**config.mk**
```make
export PLATFORM = sky130hd
export DESIGN_NAME = const_div_pipe_flat
export DESIGN_NICKNAME = d
export VERILOG_FILES = /design/src/rtl/const_div_pipe_if.sv /design/src/rtl/const_div_pipe.sv /design/src/flat_wrapper.sv
export SDC_FILE = /design/constraint.sdc
export NUM_CORES = 1
export LEC_CHECK = 0
export BUFFER_PORTS_ARGS = -buffer_cell sky130_fd_sc_hd__buf_2
export CAP_MARGIN = 0
export CORE_ASPECT_RATIO = 0.9
export CORE_UTILIZATION = 35
export CTS_CLUSTER_SIZE = 20
export DETAILED_ROUTE_END_ITERATION = 10
export MAX_ROUTING_LAYER = met4
export PLACE_DENSITY = 0.52
export SLEW_MARGIN = 20
export SYNTH_ARGS = -nofsm -noshare
export SYNTH_HDL_FRONTEND = slang
export SYNTH_SLANG_ARGS = --single-unit
```
**constraint.sdc**
```tcl
create_clock -name clk -period 8 [get_ports clk]
set_clock_uncertainty 0.05 [all_clocks]
set_input_delay 1.6 -clock clk [delete_from_list [all_inputs] [get_ports clk]]
set_output_delay 1.6 -clock clk [all_outputs]
set_load 0.05 [all_outputs]
```
**src/rtl/const_div_pipe_if.sv**
```systemverilog
// rtl/const_div_pipe_if.sv - operand/result stream bundle for const_div_pipe
// Purpose: groups the operand input stream and the result output stream.
// Ports (signals):
//   in_valid/in_ready/in_x/in_tag        operand stream, producer -> divider
//   out_valid/out_ready/out_q/out_r/out_tag result stream, divider -> consumer
// Modports: slave = divider side, master = producer/consumer side.
interface const_div_pipe_if #(
   parameter int WIDTH   = 64,
   parameter int DIVISOR = 3,
   parameter int TAG_W   = 4
);
   localparam int RW = (DIVISOR <= 2) ? 1 : $clog2(DIVISOR);

   logic             in_valid;
   logic             in_ready;
   logic [WIDTH-1:0] in_x;
   logic [TAG_W-1:0] in_tag;
   logic             out_valid;
   logic             out_ready;
   logic [WIDTH-1:0] out_q;
   logic [RW-1:0]    out_r;
   logic [TAG_W-1:0] out_tag;

   modport slave (
      input  in_valid, in_x, in_tag, out_ready,
      output in_ready, out_valid, out_q, out_r, out_tag
   );

   modport master (
      output in_valid, in_x, in_tag, out_ready,
      input  in_ready, out_valid, out_q, out_r, out_tag
   );
endinterface

```
**src/rtl/const_div_pipe.sv**
```systemverilog
// rtl/const_div_pipe.sv - pipelined unsigned divider by a compile-time constant
// Purpose: quotient and remainder of an unsigned WIDTH-bit operand divided by
//   DIVISOR, retiring CHUNK dividend bits per stage, one result per clock.
// Ports:
//   clk     clock
//   rst_n   asynchronous active-low reset
//   io      const_div_pipe_if.slave: operand stream (in_*) and result stream
//           (out_*), valid/ready handshakes, tag returned with each result
module const_div_pipe #(
   parameter int WIDTH   = 64,
   parameter int DIVISOR = 3,
   parameter int CHUNK   = 8,
   parameter int TAG_W   = 4
) (
   input  logic clk,
   input  logic rst_n,
   const_div_pipe_if.slave io
);
   localparam int NSTAGE = WIDTH / CHUNK;
   localparam int RW     = (DIVISOR <= 2) ? 1 : $clog2(DIVISOR);

   // Restoring long division of one chunk by the constant divisor. The
   // running remainder is always < DIVISOR, so after each shift-in it is
   // < 2*DIVISOR and needs only one conditional constant subtraction.
   function automatic logic [CHUNK+RW-1:0] div_step(
      input logic [RW-1:0]    r_in,
      input logic [CHUNK-1:0] c
   );
      logic [RW:0]      r;
      logic [CHUNK-1:0] d;
      r = {1'b0, r_in};
      d = '0;
      for (int i = CHUNK - 1; i >= 0; i--) begin
         r = {r[RW-1:0], c[i]};
         if (r >= (RW+1)'(DIVISOR)) begin
            r    = r - (RW+1)'(DIVISOR);
            d[i] = 1'b1;
         end
      end
      return {d, r[RW-1:0]};
   endfunction

   logic [NSTAGE:0]  v;
   logic [NSTAGE:0]  adv;
   logic [WIDTH-1:0] x_r [0:NSTAGE-1];   // dividend bits not yet consumed, MSB-aligned
   logic [WIDTH-1:0] q_r [1:NSTAGE];     // quotient bits produced so far
   logic [RW-1:0]    r_r [1:NSTAGE];
   logic [TAG_W-1:0] t_r [0:NSTAGE];
   logic [CHUNK-1:0] dig [1:NSTAGE];
   logic [RW-1:0]    rem [1:NSTAGE];

   // A stage advances when it or any stage downstream is empty, or the
   // consumer takes the result; this is the unrolled form of
   // adv[k] = !v[k] || adv[k+1], which keeps the chain free of feedback.
   for (genvar g = 0; g <= NSTAGE; g++) begin : g_adv
      assign adv[g] = ~(&v[NSTAGE:g]) | io.out_ready;
   end

   for (genvar g = 1; g <= NSTAGE; g++) begin : g_stage
      logic [RW-1:0] r_prev;
      if (g == 1) begin : g_first
         assign r_prev = '0;
      end else begin : g_rest
         assign r_prev = r_r[g-1];
      end
      assign {dig[g], rem[g]} = div_step(r_prev, x_r[g-1][WIDTH-1 -: CHUNK]);
   end

   always_ff @(posedge clk or negedge rst_n) begin
      if (!rst_n) begin
         v <= '0;
         for (int k = 0; k < NSTAGE; k++) x_r[k] <= '0;
         for (int k = 1; k <= NSTAGE; k++) begin
            q_r[k] <= '0;
            r_r[k] <= '0;
         end
         for (int k = 0; k <= NSTAGE; k++) t_r[k] <= '0;
      end else begin
         if (adv[0]) begin
            v[0] <= io.in_valid;
            if (io.in_valid) begin
               x_r[0] <= io.in_x;
               t_r[0] <= io.in_tag;
            end
         end
         if (adv[1]) begin
            v[1] <= v[0];
            if (v[0]) begin
               q_r[1] <= WIDTH'(dig[1]);
               r_r[1] <= rem[1];
               t_r[1] <= t_r[0];
            end
         end
         for (int k = 2; k <= NSTAGE; k++) begin
            if (adv[k]) begin
               v[k] <= v[k-1];
               if (v[k-1]) begin
                  q_r[k] <= (q_r[k-1] << CHUNK) | WIDTH'(dig[k]);
                  r_r[k] <= rem[k];
                  t_r[k] <= t_r[k-1];
               end
            end
         end
         for (int k = 1; k < NSTAGE; k++) begin
            if (adv[k] && v[k-1]) x_r[k] <= x_r[k-1] << CHUNK;
         end
      end
   end

   assign io.in_ready  = adv[0];
   assign io.out_valid = v[NSTAGE];
   assign io.out_q     = q_r[NSTAGE];
   assign io.out_r     = r_r[NSTAGE];
   assign io.out_tag   = t_r[NSTAGE];
endmodule

```
**src/flat_wrapper.sv**
```systemverilog
// flat-port wrapper written by rule: the top's interface ports become plain ports
module const_div_pipe_flat 
#(
   parameter int WIDTH   = 64,
   parameter int DIVISOR = 3,
   parameter int CHUNK   = 8,
   parameter int TAG_W   = 4
)
  (clk, rst_n, io_in_valid, io_in_x, io_in_tag, io_out_ready, io_in_ready, io_out_valid, io_out_q, io_out_r, io_out_tag);
  const_div_pipe_if #(.WIDTH(WIDTH), .DIVISOR(DIVISOR), .TAG_W(TAG_W)) io_i ();
  input  logic clk;
  input  logic rst_n;
  input wire logic [$bits(io_i.in_valid)-1:0] io_in_valid;
  input wire logic [$bits(io_i.in_x)-1:0] io_in_x;
  input wire logic [$bits(io_i.in_tag)-1:0] io_in_tag;
  input wire logic [$bits(io_i.out_ready)-1:0] io_out_ready;
  output wire logic [$bits(io_i.in_ready)-1:0] io_in_ready;
  output wire logic [$bits(io_i.out_valid)-1:0] io_out_valid;
  output wire logic [$bits(io_i.out_q)-1:0] io_out_q;
  output wire logic [$bits(io_i.out_r)-1:0] io_out_r;
  output wire logic [$bits(io_i.out_tag)-1:0] io_out_tag;
  assign io_i.in_valid = io_in_valid;
  assign io_i.in_x = io_in_x;
  assign io_i.in_tag = io_in_tag;
  assign io_i.out_ready = io_out_ready;
  assign io_in_ready = io_i.in_ready;
  assign io_out_valid = io_i.out_valid;
  assign io_out_q = io_i.out_q;
  assign io_out_r = io_i.out_r;
  assign io_out_tag = io_i.out_tag;
  const_div_pipe #(.WIDTH(WIDTH), .DIVISOR(DIVISOR), .CHUNK(CHUNK), .TAG_W(TAG_W)) u_core (.clk(clk), .rst_n(rst_n), .io(io_i));
endmodule
```
After elaboration in Yosys (flattened, before gate mapping)
Index checks and enable logic that the tools add are counted.
{"block": "word_totals", "reg_bits": 637, "output_inout_bits": 72, "wordCells": 347}
{"block": "classes", "add_sub_neg": 64, "n_reduce_logical": 24, "magnitude_cmp": 64, "bitwise": 25, "muxes": 128}
{"op": ">= comparator 3 x 2 -> 1 bit, second input constant", "count": 63}
{"op": "two-way mux 2 bit", "count": 64}
{"op": "subtractor 2 bit, second input constant", "count": 63}
{"op": "two-way mux 1 bit", "count": 64}
{"op": "bitwise OR 64 x 8 -> 64 bit", "count": 1}
{"op": "bitwise OR 56 x 8 -> 56 bit", "count": 1}
{"op": "bitwise OR 48 x 8 -> 48 bit", "count": 1}
{"op": "bitwise OR 40 x 8 -> 40 bit", "count": 1}
{"op": "bitwise OR 32 x 8 -> 32 bit", "count": 1}
{"op": "bitwise OR 24 x 8 -> 24 bit", "count": 1}
{"op": "AND reduction 2 bit", "count": 10}
{"op": "bitwise OR 16 x 8 -> 16 bit", "count": 1}
{"op": "inverter 1 bit", "count": 9}
{"op": "bitwise OR 1 bit", "count": 9}
{"op": "AND reduction 9 bit", "count": 1}
{"op": "AND reduction 8 bit", "count": 1}
{"op": "logical AND 1 bit", "count": 7}
{"op": "AND reduction 7 bit", "count": 1}
{"op": "AND reduction 6 bit", "count": 1}
{"op": "AND reduction 5 bit", "count": 1}
{"op": "AND reduction 4 bit", "count": 1}
{"op": "AND reduction 3 bit", "count": 1}
{"op": ">= comparator 1 x 2 -> 1 bit, second input constant", "count": 1}
{"op": "subtractor 1 x 2 -> 2 bit, second input constant", "count": 1}

Longest topological paths before layout
Gate-level depths: netlist (run 1).
{"block": "logic_depth", "depth_word": 17, "mapped_depth": 40, "depth_no_buf": 39}

Least setup slack after synthesis (run 1)
OpenSTA, ideal clock, no wires.
{"block": "synth_timing", "path_kind": "flip-flop to flip-flop", "start": "register u_core.x_r[319] (netlist bit)", "end": "register u_core.r_r, in the netlist u_core.g_stage[5].r_prev[1]", "stages_incl_launch_ff": 36, "slack_ns": 0.197, "setup_time_ns": 0.134, "t_arrival_ns": 7.618, "required_time_ns": 7.816, "synth_period_minus_slack_ns": 7.803, "cell_sequence": "dfrtp_1 ha_1 or3_1 mux2i_1 ha_1 nand2b_1 o22ai_1 a221o_1 ha_1 or4_4 a21o_1 mux2i_2 ha_1 a2111oi_0 o21ai_0 o21a_1 ha_1 nor2_1 a31oi_1 o32a_1 o21ai_1 ha_1 a221oi_2 o211ai_1 a21oi_1 ha_1 nand2b_1 nor3b_1 o21a_1 a221o_1 ha_1 nor4b_1 mux2i_1 o41ai_2 nor2b_1 o31ai_1"}
{"block": "synth_between", "elab_chain_len": 16}
{"element": "start, declared", "line": "const_div_pipe.sv:45", "text": "logic [WIDTH-1:0] x_r [0:NSTAGE-1];"}
{"element": "start signal, assigned by index", "line": "const_div_pipe.sv:105", "text": "if (adv[k] && v[k-1]) x_r[k] <= x_r[k-1] << CHUNK;"}
{"element": ">= comparator 3 x 2 -> 1 bit / subtractor 2 bit (equally long branches)", "line": "const_div_pipe.sv:35, const_div_pipe.sv:36"}
{"element": "two-way mux 2 bit *", "line": "const_div_pipe.sv:35", "text": "if (r >= (RW+1)'(DIVISOR)) begin"}
{"element": ">= comparator 3 x 2 -> 1 bit / subtractor 2 bit (equally long branches)", "line": "const_div_pipe.sv:35, const_div_pipe.sv:36"}
{"element": "two-way mux 2 bit *", "line": "const_div_pipe.sv:35"}
{"element": ">= comparator 3 x 2 -> 1 bit / subtractor 2 bit (equally long branches)", "line": "const_div_pipe.sv:35, const_div_pipe.sv:36"}
{"element": "two-way mux 2 bit *", "line": "const_div_pipe.sv:35"}
{"element": ">= comparator 3 x 2 -> 1 bit / subtractor 2 bit (equally long branches)", "line": "const_div_pipe.sv:35, const_div_pipe.sv:36"}
{"element": "two-way mux 2 bit *", "line": "const_div_pipe.sv:35"}
{"element": ">= comparator 3 x 2 -> 1 bit / subtractor 2 bit (equally long branches)", "line": "const_div_pipe.sv:35, const_div_pipe.sv:36"}
{"element": "two-way mux 2 bit *", "line": "const_div_pipe.sv:35"}
{"element": ">= comparator 3 x 2 -> 1 bit / subtractor 2 bit (equally long branches)", "line": "const_div_pipe.sv:35, const_div_pipe.sv:36"}
{"element": "two-way mux 2 bit *", "line": "const_div_pipe.sv:35"}
{"element": ">= comparator 3 x 2 -> 1 bit / subtractor 2 bit (equally long branches)", "line": "const_div_pipe.sv:35, const_div_pipe.sv:36"}
{"element": "two-way mux 2 bit *", "line": "const_div_pipe.sv:35"}
{"element": ">= comparator 3 x 2 -> 1 bit / subtractor 2 bit (equally long branches)", "line": "const_div_pipe.sv:35, const_div_pipe.sv:36"}
{"element": "two-way mux 2 bit *", "line": "const_div_pipe.sv:35"}
{"element": "end signal, assigned by index", "line": "const_div_pipe.sv:99", "text": "r_r[k] <= rem[k];"}
{"element": "end, declared", "line": "const_div_pipe.sv:47", "text": "logic [RW-1:0] r_r [1:NSTAGE];"}
Mark *: on every way between the ends. The rest lies on a longest branch, timed or not.
A chain may end at the register's enable or synchronous reset.

Worst setup path after layout (run 1)
{"block": "layout_timing", "start": "register u_core.r_r, in the netlist u_core.g_stage[4].r_prev[0]", "end": "register u_core.r_r, in the netlist u_core.g_stage[5].r_prev[1]"}
{"block": "layout_between", "elab_chain_len": 16}
{"element": ">= comparator 3 x 2 -> 1 bit / subtractor 2 bit (equally long branches)", "line": "const_div_pipe.sv:35, const_div_pipe.sv:36"}
{"element": "two-way mux 2 bit *", "line": "const_div_pipe.sv:35"}
{"element": ">= comparator 3 x 2 -> 1 bit / subtractor 2 bit (equally long branches)", "line": "const_div_pipe.sv:35, const_div_pipe.sv:36"}
{"element": "two-way mux 2 bit *", "line": "const_div_pipe.sv:35"}
{"element": ">= comparator 3 x 2 -> 1 bit / subtractor 2 bit (equally long branches)", "line": "const_div_pipe.sv:35, const_div_pipe.sv:36"}
{"element": "two-way mux 2 bit *", "line": "const_div_pipe.sv:35"}
{"element": ">= comparator 3 x 2 -> 1 bit / subtractor 2 bit (equally long branches)", "line": "const_div_pipe.sv:35, const_div_pipe.sv:36"}
{"element": "two-way mux 2 bit *", "line": "const_div_pipe.sv:35"}
{"element": ">= comparator 3 x 2 -> 1 bit / subtractor 2 bit (equally long branches)", "line": "const_div_pipe.sv:35, const_div_pipe.sv:36"}
{"element": "two-way mux 2 bit *", "line": "const_div_pipe.sv:35"}
{"element": ">= comparator 3 x 2 -> 1 bit / subtractor 2 bit (equally long branches)", "line": "const_div_pipe.sv:35, const_div_pipe.sv:36"}
{"element": "two-way mux 2 bit *", "line": "const_div_pipe.sv:35"}
{"element": ">= comparator 3 x 2 -> 1 bit / subtractor 2 bit (equally long branches)", "line": "const_div_pipe.sv:35, const_div_pipe.sv:36"}
{"element": "two-way mux 2 bit *", "line": "const_div_pipe.sv:35"}
{"element": ">= comparator 3 x 2 -> 1 bit / subtractor 2 bit (equally long branches)", "line": "const_div_pipe.sv:35, const_div_pipe.sv:36"}
{"element": "two-way mux 2 bit *", "line": "const_div_pipe.sv:35"}
Marked as above.

==> results of run 1 <==
==> flip-flops by register name, summed over array words and instances, names as in the netlist <==
register               cells
u_core.x_r               288
u_core.t_r                32
u_core.io.out_tag          4
u_core.q_r               217
u_core.io.out_r            2
u_core.g_stage.r_prev     14
u_core.v                   9
u_core.io.out_q           63
==> area by class of cell <==
| cell class | instances | area (µm²) |
|---|---|---|
| Fill cell | 7977 | 48100 |
| Sequential cell | 629 | 15700 |
| Multi-Input combinational cell | 1990 | 12100 |
| Clock buffer | 97 | 2050 |
| Tap cell | 1060 | 1330 |
| Timing Repair Buffer | 194 | 1170 |
| Clock inverter | 27 | 345 |
| Inverter | 39 | 146 |
| Antenna cell | 1 | 2.50 |
==> cells by family after synthesis <==
logic type                 count (synthesis)  synth area share (%)
muxes                                    289                  11.4
AOI/OAI and AO/OA                        358                  8.55
and+or+nand+nor                         1280                  18.5
adders and majority gates                 62                  2.71
DFF                                      629                  55.0
other                                      1                0.0131
buffers and inverters                    226                  3.87
==> worst paths after layout <==
check | end | start | slack [ns] | cells after the start
max reg2reg | u_core.g_stage[5].r_prev[1] | u_core.g_stage[4].r_prev[0] | 0.30 | 35
min | u_core.x_r[226] | u_core.x_r[282] | 0.40 | 2
max in group asynchronous | u_core.g_stage[3].r_prev[0] | rst_n | 5.24 | 3
max | u_core.g_stage[5].r_prev[1] | u_core.g_stage[4].r_prev[0] | 0.30 | 35
min reg2reg | u_core.x_r[226] | u_core.x_r[282] | 0.40 | 2
min in group asynchronous | u_core.io.out_q[30] | rst_n | 1.06 | 1
==> worst max-delay path: cells and delay by family (launching register included) <==
| family | cells | cell delay, ns |
|---|---|---|
| adders and majority gates | 8 | 1.71 |
| and+or+nand+nor | 8 | 1.84 |
| DFF | 1 | 0.42 |
| AOI/OAI and AO/OA | 16 | 3.01 |
| muxes | 3 | 0.52 |
==> stage by stage <==
step | utilization, % | hold WS [ns] | TNS (ns)
finish | 40.6 | 0.403 | 0
global route | 40.6 | 0.433 | -0.693
CTS | 40.0 | 0.396 | -0.00935
detailed placement | 37.0 | 0.398 | -1.14
global placement | 37.0 | 0.403 | 0
floorplan | - | 0.385 | 0
==> repair_timing <==
item	in CTS	in global routing
pin swaps	4	11
setup endpoints to repair	6	15
setup buffers	4	19
gates resized for setup	9	69
==> placed cells by master (no fill, tap or decap), types with 9 or more instances in the layout <==
cell type / count
clkbuf_1: 10
mux2i_1: 24
o21ai_0: 76
o31ai_1: 13
clkbuf_8: 15
ha_1: 39
a31oi_1: 19
buf_4: 48
a211oi_1: 16
inv_1: 38
o22ai_1: 9
buf_2: 141
or3_1: 16
dfrtp_1: 625
o21a_1: 15
a21o_1: 11
clkbuf_16: 72
nand2b_1: 30
nor2_1: 131
ha_2: 19
nand3_1: 14
nor2b_1: 15
a21oi_1: 72
nand2_1: 959
nor3_1: 38
clkinv_2: 12
mux2_2: 253
nor3b_1: 15
==> metal layers <==
metal	up-vias	global-route usage (%)
li1	9736	-
met4	0	4.47
met3	99	2.43
met5	-	-
met2	356	22.7
met1	9736	23.8
==> qor.yml, run 1 <==
timing:
  slew_headroom_pct: 34.2
  worst_slack_ns: 0.303
  setup_violations: 0
  finalCriticalPeriod_ns: 7.70
  slew_viol_final: 0
  timing.fmax_mhz: 130
  post-route-period-util_pct: 96.2
  worst_pin_slew_ns: 0.987
  finalHoldViolCount: 0
synthesis:
  yosysMostFrequentCell: "nand2_1"
  synth-seq-cells: 629
  synth.top_cells.by_area: "dfrtp_1 (55%), nand2_1 (13%), mux2_2 (10%), ha_1 (2.7%), buf_4 (1.8%)"
  synthFlopType: "dfrtp_1"
  avgSynthCellArea_um2: 10.1
  synth.distinct_cells: 92
  syn_inst: 2845
  async_flop_share_pct: 100
  synth_commonest_cells: "nand2_1 (966), dfrtp_1 (629), mux2_2 (253)"
  synth-seq-area-share_pct: 55.0
  synth_warnings: 0
  synth_enable_flop_cells: 0
  syn_area_mm2: 0.0286
  yosys.area.top_type: "dfrtp_1"
  synth.top_cell.area_share_pct: 55.0
  synth_fp_nets: 2979
drt:
  route.detailed.drc: 0
  wl_met3_um: 2420
  wl_um: 64100
  vias: 19900
  drtIter0Drc: 1384
  wire_per_inst_um: 15.9
  top_layer: "met4"
  viasPerCell: 4.94
  met1Wirelength_um: 33100
  wl_met2_um: 27100
  ant_nets: 0
  drt_first_pass_iters: 5
die:
  start_util_pct: 35.3
  io_pins: 144
  fp-row-count: 99
  die-area_mm2: 0.0829
  core-area_mm2: 0.0810
  fp.dieW_um: 303
  die_y_um: 273
layout:
  drive_gt1_share_pct: 22.6
  nets: 3060
  final_cell_area_mm2: 0.0329
  syn_to_final_growth_pct: 15.1
  final_cell_count_no_fill: 4037
clock_network:
  insertion_delay_ns: 0.61
  clockBufferDepth: 3
  path_clk_slew_ns: 0.06
  htree_levels: 3
  clk_root_buffer_cell: "clkbuf_16"
  tritoncts: "done"
  cts.sinks: 629
  cts-buffers-inserted: 72
  hold_buffers: 0
setup_path:
  critPathMostFrequentCell: "ha_2"
  end_kind: "flip-flop"
  crit_type: "flip-flop to flip-flop"
  path_max_fanout: 5
  cpPeakStageDelay_ns: 0.56
  slowest_stage: "or4_4"
  worstPathArrival_ns: 8.10
  worstSetupStartpointType: "flip-flop"
  worst_ep_required_time_ns: 8.41
place:
  dpl.cell_count: 3888
  place_congestion: 0.868
  port_buffers: 142
  dp_slack_ns: -0.283
  hpwl_um: 42700
  placedInstanceArea_mm2: 0.0300
grt:
  grt_overflow_total: 0
  grt_max_degree: 195
  grt_util_all_layers_pct: 16.1
  grt_pass1_vias: 19800
  grt_pass1_wl_um: 106000
  antenna_found_initial: 1
run_status:
  status: "finished clean"
run:
  maxCapViolCount: 0
min_path:
  hold_path.class: "flip-flop to flip-flop"
Power of run 1 is not shown: default switching activity piles up to over one toggle a cycle in this logic, so the estimate is an artifact.
==> run 2, diff against run 1 <==
--- a/config.mk
+++ b/config.mk
@@ -12,7 +12,7 @@
 export CTS_CLUSTER_SIZE = 20
 export DETAILED_ROUTE_END_ITERATION = 10
 export MAX_ROUTING_LAYER = met4
-export PLACE_DENSITY = 0.52
+export PLACE_DENSITY = 0.59
 export SLEW_MARGIN = 20
 export SYNTH_ARGS = -nofsm -noshare
 export SYNTH_HDL_FRONTEND = slang
==> run 2 against run 1 <==
Against the previous run: critical path depth did not move; wire length is 2.8% lower; via count shrank 1.8%; count of clock-buffer cells in the layout rose by 8; design area fell by 0.11%.
==> qor.yml, run 2 (synthesis gave the netlist of run 1 again) <==
die:
  fp-row-count: 99  # unchanged
  start_util_pct: 35.3  # unchanged
  die_y_um: 273  # unchanged
  die-area_mm2: 0.0829  # unchanged
  fp.dieW_um: 303  # unchanged
  io_pins: 144  # unchanged
  core-area_mm2: 0.0810  # unchanged
layout:
  final_common_cell: "nand2_1"
  syn_to_final_growth_pct: 15.0
  final_util_pct: 40.6  # -0.043 points
  n_fill_cell: 7951  # -0.33%
  drive_gt1_share_pct: 22.2  # -0.43 points
  largest_reg_flops: 288  # unchanged
  nets: 3050  # -0.33%
  mostFrequentLayoutCells: "nand2_1 (959), dfrtp_1 (626), mux2_2 (253), buf_2 (141), nor2_1 (129)"
  final_cell_count_no_fill: 4035  # -0.050%
  regMostFlops: "u_core.x_r"
grt:
  grt_max_degree: 161  # -17%
  antenna_found_initial: 4  # +3
  grt_util_all_layers_pct: 15.6  # -0.46 points
  grt_overflow_total: 0  # unchanged
  grt_pass1_vias: 19000  # -3.6%
  grt_pass1_wl_um: 103000  # -2.9%
drt:
  viasPerCell: 4.85  # -1.7%
  drtIter0Drc: 1233  # -11%
  wire_per_inst_um: 15.4  # -2.7%
  wl_um: 62300  # -2.8%
  drt_first_pass_iters: 5  # unchanged
  vias: 19600  # -1.8%
  route.detailed.drc: 0  # unchanged
  ant_nets: 0  # unchanged
setup_path:
  path_max_fanout: 7  # +2
  reg2reg_depth: 35  # unchanged
  slowest_stage: "or4_4"
  r2r-start: "u_core.g_stage[4].r_prev[0]"
  rr_endpoint: "u_core.g_stage[5].r_prev[1]"
  worstSetupStartpointType: "flip-flop"
  worst_ep_required_time_ns: 8.41  # about the same
  r2r_slack_ns: 0.37  # +0.07 ns
  cpPeakStageDelay_ns: 0.57  # about the same
  crit_type: "flip-flop to flip-flop"
  cp_top_family: "compound AO/OA/AOI/OAI gates"
  end_kind: "flip-flop"
  path_buf_inv: 0  # unchanged
  worstPathArrival_ns: 8.04  # -0.06 ns
place:
  dp_slack_ns: -0.242  # +0.0413 ns
  dpl.cell_count: 3887  # -0.026%
  place_congestion: 0.838  # -3.5%
  port_buffers: 142  # unchanged
  hpwl_um: 40800  # -4.5%
timing:
  slew_viol_final: 0  # unchanged
  finalCriticalPeriod_ns: 7.63  # -0.0668 ns
  worst_pin_slew_ns: 0.993  # +0.00655 ns
  setup_violations: 0  # unchanged
  slew_headroom_pct: 33.8  # -0.44 points
  worst_slack_ns: 0.369  # +0.0668 ns
  finalHoldViolCount: 0  # unchanged
  timing.fmax_mhz: 131  # +0.88%
  post-route-period-util_pct: 95.4  # -0.83 points
clock_network:
  clockBufferDepth: 3  # unchanged
  insertion_delay_ns: 0.61  # about the same
  cts-buffers-inserted: 74  # +2.8%
  tritoncts: "done"
  htree_levels: 3  # unchanged
  path_clk_slew_ns: 0.06  # about the same
  cts.sinks: 629  # unchanged
  clk_root_buffer_cell: "clkbuf_16"
run:
  maxCapViolCount: 0  # unchanged
min_path:
  holdPathStages: 2  # unchanged
  hold_path_end: "u_core.q_r[209]"
  hp-start: "u_core.q_r[265]"
  hold_path.class: "flip-flop to flip-flop"
run_status:
  status: "finished clean"
-- run 2: cell types whose count changed in the layout (fill, tap and decap cells not counted), sizes merged --
cell	before	now
diode	1	4
buf	194	182
inv	42	40
clkbuf	97	105
clkinv	15	17
clkinvlp	2	1
-- run 2: worst register-to-register path: cells and delay by family, from the launching register on --
kind	cells	cell delay, ns
compound gates	16	2.89
fa+ha+maj	8	1.72
flops	1	0.44
mux	3	0.56
simple gates	8	1.83
-- run 2: per-layer routing --
metal  share of wire [%]  global-route usage (%)  vias to the layer above
met1                  53                    24.0                     9425
met3                 4.5                    2.89                       89
met2                  40                    20.9                      327
met4                 1.8                    3.79                        0
met5                   0                       -                        -
li1                    -                       -                     9736
-- run 2: timing repair --
action | in CTS | in global routing
hold buffers | 0 | 0
pin swaps | 0 | 15
setup buffers | 0 | 13
gates resized for setup | 9 | 55
endpoints found under the setup margin | 6 | 13
-- run 2: worst max path at each step --
stage | end | startpoint | slack, ns | cells past startpoint
after floorplan | u_core.g_stage[5].r_prev[1] | u_core.x_r[319] | 0.20 | 35
after global placement | u_core.g_stage[8].r_prev[1] | u_core.g_stage[7].r_prev[0] | 0.07 | 37
after detailed placement | u_core.g_stage[5].r_prev[1] | u_core.g_stage[4].r_prev[0] | -0.24 | 34
after CTS | u_core.g_stage[5].r_prev[1] | u_core.g_stage[4].r_prev[0] | 0.005 | 35
after global routing | u_core.g_stage[5].r_prev[1] | u_core.x_r[319] | -0.17 | 35
final | u_core.g_stage[5].r_prev[1] | u_core.g_stage[4].r_prev[0] | 0.37 | 35
-- run 2: final cells by class --
| type | instances | area [µm²] | area share, % |
|---|---|---|---|
| antenna | 4 | 10.0 | 0.0304 |
| clock buffer | 105 | 2180 | 6.63 |
| clock inverter | 26 | 337 | 1.02 |
| inverter | 39 | 146 | 0.445 |
| multi-input combinational | 1990 | 12100 | 36.7 |
| sequential | 629 | 15700 | 47.9 |
| tap | 1060 | 1330 | 4.03 |
| timing repair buffer | 182 | 1050 | 3.20 |
-- run 2: metrics by stage --
stage	hold slack (ns)	instance area, µm²	setup TNS, ns
final	0.406	32900	0
after global routing	0.427	32900	-0.584
after CTS	0.408	32500	0
after detailed placement	0.399	30000	-0.705
after global placement	0.398	30000	0
after floorplan	0.385	28600	0
Power of run 2 is left out for the same reason.
